File: config.mk
export PLATFORM = sky130hd
export DESIGN_NAME = param_counter
export DESIGN_NICKNAME = d
export VERILOG_FILES = /design/src/rtl/param_counter.sv
export SDC_FILE = /design/constraint.sdc
export NUM_CORES = 1
export LEC_CHECK = 0
export CORE_AREA = 4 4 45 56
export DETAILED_ROUTE_END_ITERATION = 7
export DIE_AREA = 0 0 49 60
export GPL_TIMING_DRIVEN = 0
export PLACE_DENSITY = 0.81
export SYNTH_ARGS = -nofsm -noshare
export SYNTH_HDL_FRONTEND = slang
export SYNTH_SLANG_ARGS = --single-unit
File: constraint.sdc
create_clock -name clk -period 4.2 [get_ports clk]
set_input_delay 0.42 -clock clk [delete_from_list [all_inputs] [get_ports clk]]
set_output_delay 0.42 -clock clk [all_outputs]
set_load 0.005 [all_outputs]
File: src/rtl/param_counter.sv
// param_counter: parametrised up/down counter with prescaler, load, modulus,
// wrap/saturate modes, terminal-count pulse and sticky overflow flag.
module param_counter #(
  parameter int WIDTH = 4,
  parameter int PRESCALE = 1,
  parameter int unsigned RESET_VAL = 0
) (
  input  logic             clk,
  input  logic             rst_n,
  input  logic             en,
  input  logic             up_dn,
  input  logic             load,
  input  logic [WIDTH-1:0] load_val,
  input  logic [WIDTH-1:0] mod_val,
  input  logic             sat_mode,
  input  logic             clr_ovf,
  output logic [WIDTH-1:0] out,
  output logic             tc,
  output logic             ovf
);
  logic tick;
  logic at_top, at_bot, over, bnd;
  logic [WIDTH-1:0] nxt;
  generate
    if (PRESCALE > 1) begin : g_psc
      localparam int PW = $clog2(PRESCALE);
      logic [PW-1:0] psc;
      always_ff @(posedge clk or negedge rst_n)
        if (!rst_n) psc <= '0;
        else if (load) psc <= '0;
        else if (en) psc <= (psc == PW'(PRESCALE - 1)) ? '0 : psc + 1'b1;
      assign tick = en && !load && psc == PW'(PRESCALE - 1);
    end else begin : g_nopsc
      assign tick = en && !load;
    end
  endgenerate
  always_comb begin
    at_top = out >= mod_val;
    at_bot = out == '0;
    over   = out > mod_val;
    bnd    = tick && (up_dn ? at_top : at_bot);
    // a lowered modulus pulls a down-count back into range without a boundary event
    nxt = load ? ((load_val > mod_val) ? mod_val : load_val)
        : !tick ? out
        : up_dn ? (at_top ? (sat_mode ? mod_val : '0) : out + 1'b1)
        : over ? mod_val
        : at_bot ? (sat_mode ? '0 : mod_val)
        : out - 1'b1;
  end
  always_ff @(posedge clk or negedge rst_n)
    if (!rst_n) begin
      out <= WIDTH'(RESET_VAL);
      tc  <= 1'b0;
      ovf <= 1'b0;
    end else begin
      out <= nxt;
      tc  <= bnd;
      ovf <= bnd | (ovf & ~clr_ovf);
    end
endmodule

==> results of run 1 <==
## worst max-delay path by stage
stage	slack, ns	startpoint	end
after floorplan	2.34	mod_val[3]	out[0]
final	1.78	mod_val[3]	out[0]
after global routing	1.56	mod_val[3]	out[1]
after global placement	1.59	mod_val[3]	out[1]
after detailed placement	1.54	mod_val[3]	out[0]
after CTS	1.79	mod_val[3]	out[0]
## flip-flops by register name (all words and copies together), names as in the netlist
register  cells
tc            1
ovf           1
out           4
## final cells by class
cell class	count	area, µm²	area share
buffer	2	7.51	0.00685
clock buffer	3	22.5	0.0205
inverter	11	41.3	0.0377
multi-input combinational	87	659	0.602
sequential	6	150	0.137
tap	20	25.0	0.0228
timing repair buffer	19	190	0.174
## metal layers
metal,wire [µm],GRT usage,up-vias
met1,980,0.213,430
li1,-,-,457
met2,1220,0.295,40
met5,0,0,-
met3,160,0.0150,4
met4,20,0.0577,0
## synth_stat cells, types with 3 or more instances
| library cell | number |
|---|---|
| nand2_1 | 8 |
| inv_1 | 11 |
| nand2b_1 | 3 |
| ha_1 | 10 |
| nor2_1 | 6 |
| a311oi_1 | 4 |
| o211ai_1 | 4 |
| nor3_1 | 7 |
| dfrtp_1 | 6 |
| a21oi_1 | 3 |
## metrics by stage
| step | worst slack [ns] | cells | hold slack (ns) |
|---|---|---|---|
| floorplan | 2.34 | 106 | 0.124 |
| global placement | 1.59 | 145 | 0.526 |
| detailed placement | 1.54 | 145 | 0.528 |
| CTS | 1.79 | 148 | 0.419 |
| global route | 1.56 | 148 | 0.428 |
| finish | 1.78 | 148 | 0.408 |
## cells by family (layout without fill, tap and decap cells)
| group | Yosys count | count (layout) | synth area share |
|---|---|---|---|
| simple gates | 40 | 40 | 0.259 |
| xor+xnor | 2 | 2 | 0.0204 |
| mux | 2 | 2 | 0.0248 |
| compound gates | 33 | 33 | 0.318 |
| flops | 6 | 6 | 0.175 |
| buf+inv | 13 | 35 | 0.0569 |
| fa+ha+maj | 10 | 10 | 0.146 |
## layout by cell type (no fill, tap or decap), types with 3 or more instances in the layout
cell / count
o211ai_1: 4
dfrtp_1: 6
nor3_1: 7
nand2_1: 8
a21oi_1: 3
clkbuf_4: 3
a311oi_1: 4
nor2_1: 6
inv_1: 11
nand2b_1: 3
ha_1: 10
clkdlybuf4s50_1: 19
## power breakdown
group          switching (mW)  total, mW  internal [mW]
Clock                  0.0222     0.0547         0.0324
Combinational           0.124      0.237          0.114
Sequential             0.0238     0.0937         0.0698
Total                   0.170      0.386          0.216
==> summary.txt, run 1 <==
Die
  • Starting Density: 0.433
  • Core Area: 1980 µm²
  • Full die area: 2940 µm²
  • Die W: 49 µm
  • # rows: 18
  • I/O pins: 21
  • Die Y: 60 µm

Yosys
  • Flops & latches, synth: 6
  • Ys flop type: dfrtp_1
  • Mapped cell area: 858 µm²
  • Share of the synthesized area in the top cell type: 0.175
  • Syn Area/Cell: 8.10 µm²
  • Net count after synthesis: 131
  • Top cells by area, synth: dfrtp_1 17%, ha_1 15%, inv_1 4.8%
  • Synth area leader: dfrtp_1
  • Fraction of registers with async set/reset: 1.00
  • Sequential cell area fraction in the yosys report: 0.175
  • EDFF count, synth: 0
  • Synth warnings: 0
  • Post-Syn Instances: 106
  • Synth unique cells: 42

Worst hold path
  • Hold/Removal Path Class: input pin to asynchronous set/reset pin

GRT
  • Total track usage: 0.167
  • GR Overflow Total: 0
  • First-pass GRT wire length: 3.82 mm
  • Initial antenna violation count: 0
  • Vias in the first global route: 846
  • Largest net degree at the start of global routing: 11

Cells and area
  • Area grow syn2layout: 27.7%
  • Net count, final: 155
  • Layout Utilization: 0.553
  • Layout cells sized above 1: 0.0938
  • Fill cell count: 181
  • N_diodes: 0
  • Post-route cell area: 1100 µm²

Clock tree
  • Post-CTS Hold Fix Bufs: 0
  • Number of setup buffers added after CTS: 0
  • Longest Clk Path Bufs: 2
  • Total CTS buffers: 3
  • Post-CTS resize count: 0
  • Skew-Pair Late Insertion Delay: 0.25 ns
  • CTS tree: done
  • CTS clk-pin slew, worst paths: 0.05 ns
  • CTS root buf: clkbuf_4
  • Number of H-tree branching levels: 1
  • CTS Sinks: 6

STA
  • Relative slew slack: 0.727
  • Final setup fails: 0
  • Skew final: 0.00393 ns
  • Fmax: 0.413 GHz
  • Sum of negative setup slack: 0 ns
  • Final Hold Violating Endpoints: 0
  • RSZ-0062 raised after global routing: no
  • Final Max Slew Viols: 0
  • Slew @ Worst Pin: 0.405 ns
  • Period minus WS final: 2.42 ns
  • Final worst path period share: 0.576

Setup path
  • Critical R2R Launch: out[0]
  • FF-to-FF path depth: 7
  • Reg2Reg Capture Point: out[1]
  • CP max-delay cell: clkdlybuf4s50_1
  • Crit end category: register
  • Crit start category: input pin
  • CP max FO: 7
  • Crit path DAT: 2.52 ns
  • CP cell instances: clkdlybuf4s50_1, inv_1, ha_1, nand4_2, o2111ai_1, a2111oi_0, a311oi_1, o211ai_1
  • Crit. path cell count: 8
  • Slack of the worst reg-to-reg path: 2.08 ns
  • CP required: 4.31 ns
  • WP buf/inv: 2
  • CP Class: input pin to register
  • CP top delay family: compound AO/OA/AOI/OAI gates
  • Worst path max stage delay: 0.54 ns

Pwr
  • Leakage: 0.474 nW
  • Max VDD drop: 0.201 mV
  • Tot Pwr: 0.386 mW
  • Power per standard cell area: 352 nW/µm²

Placed design
  • Post-DP HPWL: 1.95 mm
  • Area post-placement: 1070 µm²
  • Port Buffer Count: 19
  • GP Congestion: 0.914

Job
  • Max cap viols: 0

Drt
  • # DRC: 0
  • Vias: 931
  • Vias per inst: 6.29
  • Antenna-violating nets left: 0
  • DR WL/cell: 16.1 µm
  • DR pass1 iterations: 4
  • Drt total wl: 2.38 mm
  • Drt first-iter violations: 30

Run status
  • Status: finished, final reports clean
No activity file was read; power rests on OpenSTA's default activity.
==> run 2, diff against run 1 <==
==> config.mk (replaced) <==
export PLATFORM = sky130hd
export DESIGN_NAME = param_counter
export DESIGN_NICKNAME = d
export VERILOG_FILES = /design/src/rtl/param_counter.sv
export SDC_FILE = /design/constraint.sdc
export NUM_CORES = 1
export LEC_CHECK = 0
export CORE_AREA = 4 4 45 57
export DETAILED_ROUTE_END_ITERATION = 7
export DIE_AREA = 0 0 49 61
export GPL_TIMING_DRIVEN = 0
export PLACE_DENSITY = 0.82
export SYNTH_ARGS = -nofsm -noshare
export SYNTH_HDL_FRONTEND = slang
export SYNTH_SLANG_ARGS = --single-unit
==> constraint.sdc (replaced) <==
create_clock -name clk -period 2 [get_ports clk]
set_input_delay 0.2 -clock clk [delete_from_list [all_inputs] [get_ports clk]]
set_output_delay 0.2 -clock clk [all_outputs]
set_load 0.005 [all_outputs]
==> run 2 against run 1 <==
Compared with the run above:
- clock power is 96% higher
- setup slack lost 1.8 ns
- sequential share of layout area is 1.4 points lower
- sequential power is 130% higher
- global-route usage grew 1.9 points
- non-clock buffer count rose by 7
- cell count grew 4.7%
- clock skew up 0.00093 ns
- count of clock-buffer cells in the layout is the same
- largest power group unchanged
==> summary.txt, run 2 (synthesis results as in run 1) <==
Run status
  • Status: finished, final reports clean (unchanged)

STA
  • Slew @ Worst Pin: 0.447 ns (was 0.405 ns)
  • Sum of negative setup slack: 0 ns (unchanged)
  • Worst setup margin: 0.0298 ns (was 1.78 ns)
  • Final setup fails: 0 (unchanged)
  • Final Hold Violating Endpoints: 0 (unchanged)
  • Skew final: 0.00486 ns (was 0.00393 ns)
  • Fmax: 0.508 GHz
  • Relative slew slack: 0.702 (was 0.727)
  • Final worst path period share: 0.985
  • Final Max Slew Viols: 0 (unchanged)
  • RSZ-0062 raised after global routing: yes (was no)
  • Period minus WS final: 1.97 ns

Pwr
  • Power per standard cell area: 775 nW/µm² (was 352 nW/µm²)
  • Combinational power share: 0.675 (was 0.616)
  • Clk pwr share: 0.109 (was 0.142)
  • Switching share of power: 0.432 (was 0.440)
  • Leakage: 0.515 nW (was 0.474 nW)
  • P_sw: 0.423 mW (was 0.170 mW)
  • Sequential share of power: 0.215 (was 0.243)
  • Max VDD drop: 0.614 mV (was 0.201 mV)
  • Cell Int Power: 0.556 mW (was 0.216 mW)

Placed design
  • GP Congestion: 0.928 (was 0.914)
  • Port Buffer Count: 19 (unchanged)
  • Post-DP HPWL: 2.03 mm (was 1.95 mm)
  • Area post-placement: 1070 µm² (unchanged)
  • # placed instances: 145 (unchanged)
  • Setup WS pre-CTS: -0.475 ns (was 1.54 ns)

Cells and area
  • N_diodes: 0 (unchanged)
  • Post-route cell area: 1260 µm² (was 1100 µm²)
  • Net count, final: 162 (was 155)
  • Top reg by flops: out (unchanged)
  • Commonest cells after routing, fill and taps aside: 16 x clkdlybuf4s50_1, 9 x inv_1, 8 x nand2_1, 7 x nor3_1, 7 x buf_4 (was 19 x clkdlybuf4s50_1, 11 x inv_1, 10 x ha_1, 8 x nand2_1, 7 x nor3_1)
  • Finished Layout Cells: 155 (was 148)
  • Most common cell after layout, fill and taps aside: clkdlybuf4s50_1 (unchanged)
  • Max reg flops: 4 (unchanged)
  • Layout Utilization: 0.638 (was 0.553)
  • Fill cell count: 157 (was 181)
  • Top flop regs: out (4), ovf (1), tc (1) (unchanged)
  • Area grow syn2layout: 47.2% (was 27.7%)
  • Layout cells sized above 1: 0.274 (was 0.0938)

GRT
  • GR Overflow Total: 0 (unchanged)
  • Vias in the first global route: 965 (was 846)
  • Initial antenna violation count: 0 (unchanged)
  • First-pass GRT wire length: 4.35 mm (was 3.82 mm)
  • Total track usage: 0.186 (was 0.167)
  • Largest net degree at the start of global routing: 11 (unchanged)

Setup path
  • Crit end category: register (unchanged)
  • Crit path DAT: 2.12 ns (was 2.52 ns)
  • Crit start category: input pin (unchanged)
  • FF-to-FF path depth: 7 (unchanged)
  • Critical R2R Launch: out[1] (was out[0])
  • Critical Path End: out[1] (was out[0])
  • CP startpoint: mod_val[0] (was mod_val[3])
  • CP required: 2.15 ns (was 4.31 ns)
  • Crit. path cell count: 7 (was 8)
  • CP max FO: 7 (unchanged)
  • Reg2Reg Capture Point: out[3] (was out[1])
  • CP top delay family: compound AO/OA/AOI/OAI gates (unchanged)
  • CP cell instances: clkdlybuf4s50_1, ha_4, nand4_4, o2111ai_2, a2111oi_1, a221oi_2, o211ai_1 (was clkdlybuf4s50_1, inv_1, ha_1, nand4_2, o2111ai_1, a2111oi_0, a311oi_1, o211ai_1)
  • CP max-delay cell: clkdlybuf4s50_1 (unchanged)
  • WP buf/inv: 1 (was 2)
  • Worst path max stage delay: 0.64 ns (was 0.54 ns)
  • Slack of the worst reg-to-reg path: 0.03 ns (was 2.08 ns)
  • CP Class: input pin to register (unchanged)

Clock tree
  • CTS tree: done (unchanged)
  • CTS clk-pin slew, worst paths: 0.04 ns (was 0.05 ns)
  • Post-CTS Hold Fix Bufs: 0 (unchanged)
  • Number of H-tree branching levels: 1 (unchanged)
  • Longest Clk Path Bufs: 2 (unchanged)
  • CTS Sinks: 6 (unchanged)
  • Total CTS buffers: 3 (unchanged)
  • CTS root buf: clkbuf_4 (unchanged)
  • Skew-Pair Late Insertion Delay: 0.24 ns (was 0.25 ns)

Die
  • I/O pins: 21 (unchanged)
  • Starting Density: 0.433 (unchanged)
  • Core Area: 1980 µm² (unchanged)
  • Die Y: 61 µm (was 60 µm)
  • Full die area: 2990 µm² (was 2940 µm²)
  • # rows: 18 (unchanged)
  • Die W: 49 µm (unchanged)

Drt
  • Vias: 1014 (was 931)
  • Drt total wl: 2.83 mm (was 2.38 mm)
  • Antenna-violating nets left: 0 (unchanged)
  • Vias per inst: 6.54 (was 6.29)
  • Drt first-iter violations: 37 (was 30)
  • DR WL/cell: 18.3 µm (was 16.1 µm)
  • # DRC: 0 (unchanged)
  • DR pass1 iterations: 4 (unchanged)

Job
  • Max cap viols: 0 (unchanged)

Worst hold path
  • Hold/Removal Path Class: input pin to asynchronous set/reset pin (unchanged)
==> run 2: power by group through the flow <==
stage / logic (mW) / registers, mW / clock network [mW]
2_1_floorplan: 0.330 / 0.186 / 0
3_3_place_gp: 0.483 / 0.198 / 0
3_5_place_dp: 0.494 / 0.199 / 0
4_1_cts: 0.560 / 0.206 / 0.112
5_1_grt: 0.720 / 0.217 / 0.120
6_report: 0.661 / 0.211 / 0.107
==> run 2: per-stage QoR <==
| stage | hold slack, ns | total power [mW] |
|---|---|---|
| 2_1_floorplan | -0.0956 | 0.516 |
| 3_3_place_gp | 0.443 | 0.681 |
| 3_5_place_dp | 0.458 | 0.693 |
| 4_1_cts | 0.198 | 0.878 |
| 5_1_grt | 0.214 | 1.06 |
| 6_report | 0.200 | 0.979 |
==> run 2: worst min-delay path by stage <==
stage               start  depth (start not counted)  slack (ns)      to
floorplan           rst_n                          0        -0.1  out[0]
global placement    rst_n                          1        0.44  out[2]
detailed placement  rst_n                          1        0.46  out[2]
CTS                 rst_n                          1        0.20  out[2]
global route        rst_n                          1        0.21  out[2]
finish              rst_n                          1        0.20  out[2]
==> run 2: cell type report <==
class / instances / area, µm² / share of cell area
multi-input cells: 87 / 773 / 0.612
inverters: 11 / 41.3 / 0.0327
well taps: 20 / 25.0 / 0.0198
flip-flops and latches: 6 / 155 / 0.123
repair buffers: 26 / 239 / 0.189
clock buffers: 3 / 22.5 / 0.0178
plain buffers: 2 / 7.51 / 0.00594
==> run 2: repair_timing <==
action,in CTS,in global routing
setup buffers,2,5
setup endpoints to repair,4,4
cloned,0,0
resized for setup,17,10
pin swaps,4,4
==> run 2: routing by layer <==
metal  track usage  vias to the layer above  share of wire
met5             0                        -              0
met4        0.0692                        0          0.029
met3        0.0393                       14          0.081
met2         0.332                       63           0.51
met1         0.220                      466           0.38
li1              -                      471              -
==> run 3, diff against run 2 <==
--- a/config.mk
+++ b/config.mk
@@ -9,6 +9,7 @@
 export DETAILED_ROUTE_END_ITERATION = 7
 export DIE_AREA = 0 0 49 61
 export GPL_TIMING_DRIVEN = 0
+export HOLD_SLACK_MARGIN = 0.1
 export PLACE_DENSITY = 0.82
 export SYNTH_ARGS = -nofsm -noshare
 export SYNTH_HDL_FRONTEND = slang
==> results of run 3 <==
Final layout, timing and power as in run 2 (identical DEF).
==> RTL edit 1 (settings of run 2) <==
Set the parameter `WIDTH` to 5 (it was 4).
--- a/src/rtl/param_counter.sv
+++ b/src/rtl/param_counter.sv
@@ -3,3 +3,3 @@
 module param_counter #(
-  parameter int WIDTH = 4,
+  parameter int WIDTH = 5,
   parameter int PRESCALE = 1,
Interface: changed (resized load_val, mod_val and out); port bits go from 21 to 24. The function was not compared with the original's and may differ.
==> RTL edit 1 against run 2 <==
  * The run now ends with setup timing left
  * Total power grew 14%
  * Routed wire length is 18% higher
  * Cell area rose by 18%
  * Sequential cell count up 1
  * Area after synthesis increased by 9.0%
  * Worst setup slack got worse by 0.057 ns
  * Count of clock-buffer cells in the layout unchanged
  * Synthesized cell count grew 12%
  * Critical path type is now reg -> reg
==> RTL edit 1: results (changes against run 2) <==
- Largest stage delay, worst path: 0.44 ns (was 0.64 ns)
- Total number of vias: 1134 (was 1014)
- Met2 Use GR: 39.9% (was 33.2%)
- Initial DRC Count: 58 (was 37)
- Sequential fraction of the synthesis area: 18.7% (was 17.5%)
- Share of layout cells above drive strength 1: 38.5% (was 27.4%)
- Met1 usage: 23.6% (was 22.0%)
- Clock Skews: 0.000952 ns (was 0.00486 ns)
- Multi-In Gates: 96 (was 87)
- Seq cells: 7 (was 6)
- Number of port buffers: 21 (was 19)
- Post-synth top cells: ha_1, inv_1, nand2_1 (was inv_1, ha_1, nand2_1)
- Clk power: 123 uW (was 107 uW)
- First-pass GRT wire length: 5010 um (was 4350 um)
- Buffer share of cell area: 20.8% (was 19.5%)
- Status: complete, but fails checks (was finished clean)
- Setup slack after layout: -0.0273 ns (was 0.0298 ns)
- Layout Cell Area excl Fill: 0.00149 sq mm (was 0.00126 sq mm)
- Failing checks: setup timing
- Cts repair resizes: 31 (was 17)
- Sequential share of cell area: 12.1% (was 12.3%)
- Clk tree area frac: 1.85% (was 1.78%)
- GPL Wtd Cong: 0.807 (was 0.928)
- Invs w/o clock: 12 (was 11)
- Final setup fails: 1 (was 0)
- Maximum VDD drop: 0.640 mV (was 0.614 mV)
- Crit-path max FO: 6 (was 7)
==> RTL edit 1: kinds of logic (layout without fill, tap and decap cells) <==
kind of cell               Yosys count  in the layout  share of synthesized area, %
and+or+nand+nor                     37             37                          19.5
buffers and inverters               16             53                          6.68
muxes                                5              5                          5.75
xor gates and xnor gates             5              5                          4.68
AOI/OAI and AO/OA                   37             37                          28.6
adders and majority gates           12             12                          16.0
DFF                                  7              7                          18.7
==> RTL edit 1: through the flow <==
| stage | hold WS [ns] | cells | total power [mW] | utilization (%) | worst slack [ns] |
|---|---|---|---|---|---|
| floorplan | -0.0956 | 119 | 0.536 | - | 0.0135 |
| finish | 0.194 | 176 | 1.12 | 75.1 | -0.0273 |
| detailed placement | 0.469 | 160 | 0.704 | 59.5 | -0.594 |
| global placement | 0.467 | 160 | 0.686 | 59.5 | -0.571 |
| CTS | 0.197 | 171 | 0.949 | 69.3 | -0.00327 |
| global route | 0.192 | 176 | 1.20 | 75.1 | -0.0749 |
==> RTL edit 2 (flow settings as in run 2) <==
Without the edit above. Put one more register stage on the output `ovf`, without a reset. The value now appears one clock later. The other outputs are not delayed to match.
--- a/src/rtl/param_counter.sv
+++ b/src/rtl/param_counter.sv
@@ -20,2 +20,4 @@
 );
+
+  logic ovf_s0;
   logic tick;
@@ -53,3 +55,3 @@
       tc  <= 1'b0;
-      ovf <= 1'b0;
+      ovf_s0 <= 1'b0;
     end else begin
@@ -57,4 +59,8 @@
       tc  <= bnd;
-      ovf <= bnd | (ovf & ~clr_ovf);
+      ovf_s0 <= bnd | (ovf_s0 & ~clr_ovf);
     end
+  always_ff @(posedge clk) begin
+    ovf <= ovf_s0;
+  end
+
 endmodule
Function: changed (Yosys sat finds a counterexample within 4 cycles, from zero or initial values and one cycle with rst_n low).
==> RTL edit 2 against run 2 <==
  * Cell area is 0.79% higher
  * Total power up 1.4%
  * Largest cell class unchanged
  * Core utilization grew 0.51 points
  * Sequential cell count up 1
  * Combinational power down 2%
  * First-iteration DRC count down 24%
  * Die area did not move
  * Worst setup slack gained 0.069 ns
  * Area after synthesis increased by 2.3%
  * Routed wire length shrank 9.5%
  * Sequential power increased by 5%
==> RTL edit 2: results (changes against run 2) <==
- Crit-path max FO: 4 (was 7)
- # fillers: 179 (was 157)
- Rel. slew slack: 70.3% (was 70.2%)
- Crit path time final: 1.90 ns (was 1.97 ns)
- Nets: 161 (was 162)
- Total Routing Usage GR: 17.1% (was 18.6%)
- Post-Route WL: 2560 um (was 2830 um)
- Vias in the first global route: 960 (was 965)
- FF-to-FF setup slack: 0.1 ns (was 0.03 ns)
- First-pass GRT wire length: 4100 um (was 4350 um)
- Hold WS: 0.193 ns (was 0.200 ns)
- Count of cell types in the netlist: 43 (was 42)
- Via-to-Cell Ratio: 6.41 (was 6.54)
- Top cells by area, synth: dfrtp_1, ha_1, inv_1, a311oi_1, nor3_1 (unchanged)
- Reg2reg path depth: 6 (was 7)
- DP HPWL: 1960 um (was 2030 um)
- Share of layout cells above drive strength 1: 26.7% (was 27.4%)
- Ys async rst share: 85.7% (was 100%)
- Placed inst area: 0.00109 sq mm (was 0.00107 sq mm)
- Status: finished clean (unchanged)
- Maximum VDD drop: 0.451 mV (was 0.614 mV)
- Clock Skews: 0.000445 ns (was 0.00486 ns)
- Post-synthesis net count: 132 (was 131)
- DP Worst Slack: -0.414 ns (was -0.475 ns)
- Cells after synthesis: 107 (was 106)
- Initial DRC Count: 28 (was 37)
- WP data arrival: 2.07 ns (was 2.12 ns)
- GPL Wtd Cong: 0.910 (was 0.928)
-- RTL edit 2: cell types whose count changed after synthesis --
cell,before,now
dfxtp_1,0,1
-- RTL edit 2: layer usage --
metal  share of wire, %  track usage (%)  vias to the layer above
li1                   -                -                      471
met1                 38             18.5                      468
met2                 51             33.8                       48
met3                8.1             2.70                        6
met4                2.4             5.38                        0
met5                  0                0                        -
-- RTL edit 2: worst max-delay path, cell delays in order (launching register included) --
cell	delay, ns
dfrtp_2	0.43
ha_1	0.33
nor2b_4	0.16
o211ai_1	0.29
nand2_2	0.15
a311o_1	0.34
o21ai_1	0.12
-- RTL edit 2: area by class of cell --
class                   instances  area share [%]
clock buffers                   4            2.06
well taps                      20            1.96
repair buffers                 24            17.8
multi-input cells              87            60.6
plain buffers                   2           0.589
inverters                      11            3.24
flip-flops and latches          7            13.8
-- RTL edit 2: power breakdown --
part | internal (mW) | leakage [nW] | switching (mW)
Clock | 0.0759 | 0.0150 | 0.0488
Sequential | 0.174 | 0.0796 | 0.0479
Combinational | 0.326 | 0.430 | 0.321
-- RTL edit 2: cells by family after synthesis --
group	Yosys count	share of synthesized area [%]
xor gates and xnor gates	2	1.99
and+or+nand+nor	40	25.4
AOI/OAI and AO/OA	33	31.1
muxes	2	2.42
buffers and inverters	13	5.56
DFF	7	19.4
adders and majority gates	10	14.2
-- RTL edit 2: worst max-delay path by stage --
stage / from / end / depth (start not counted)
6_report: out[1] / out[3] / 6
5_1_grt: out[2] / out[0] / 6
4_1_cts: out[2] / out[0] / 6
3_5_place_dp: mod_val[3] / out[0] / 8
3_3_place_gp: mod_val[3] / out[3] / 8
2_1_floorplan: out[3] / out[0] / 6
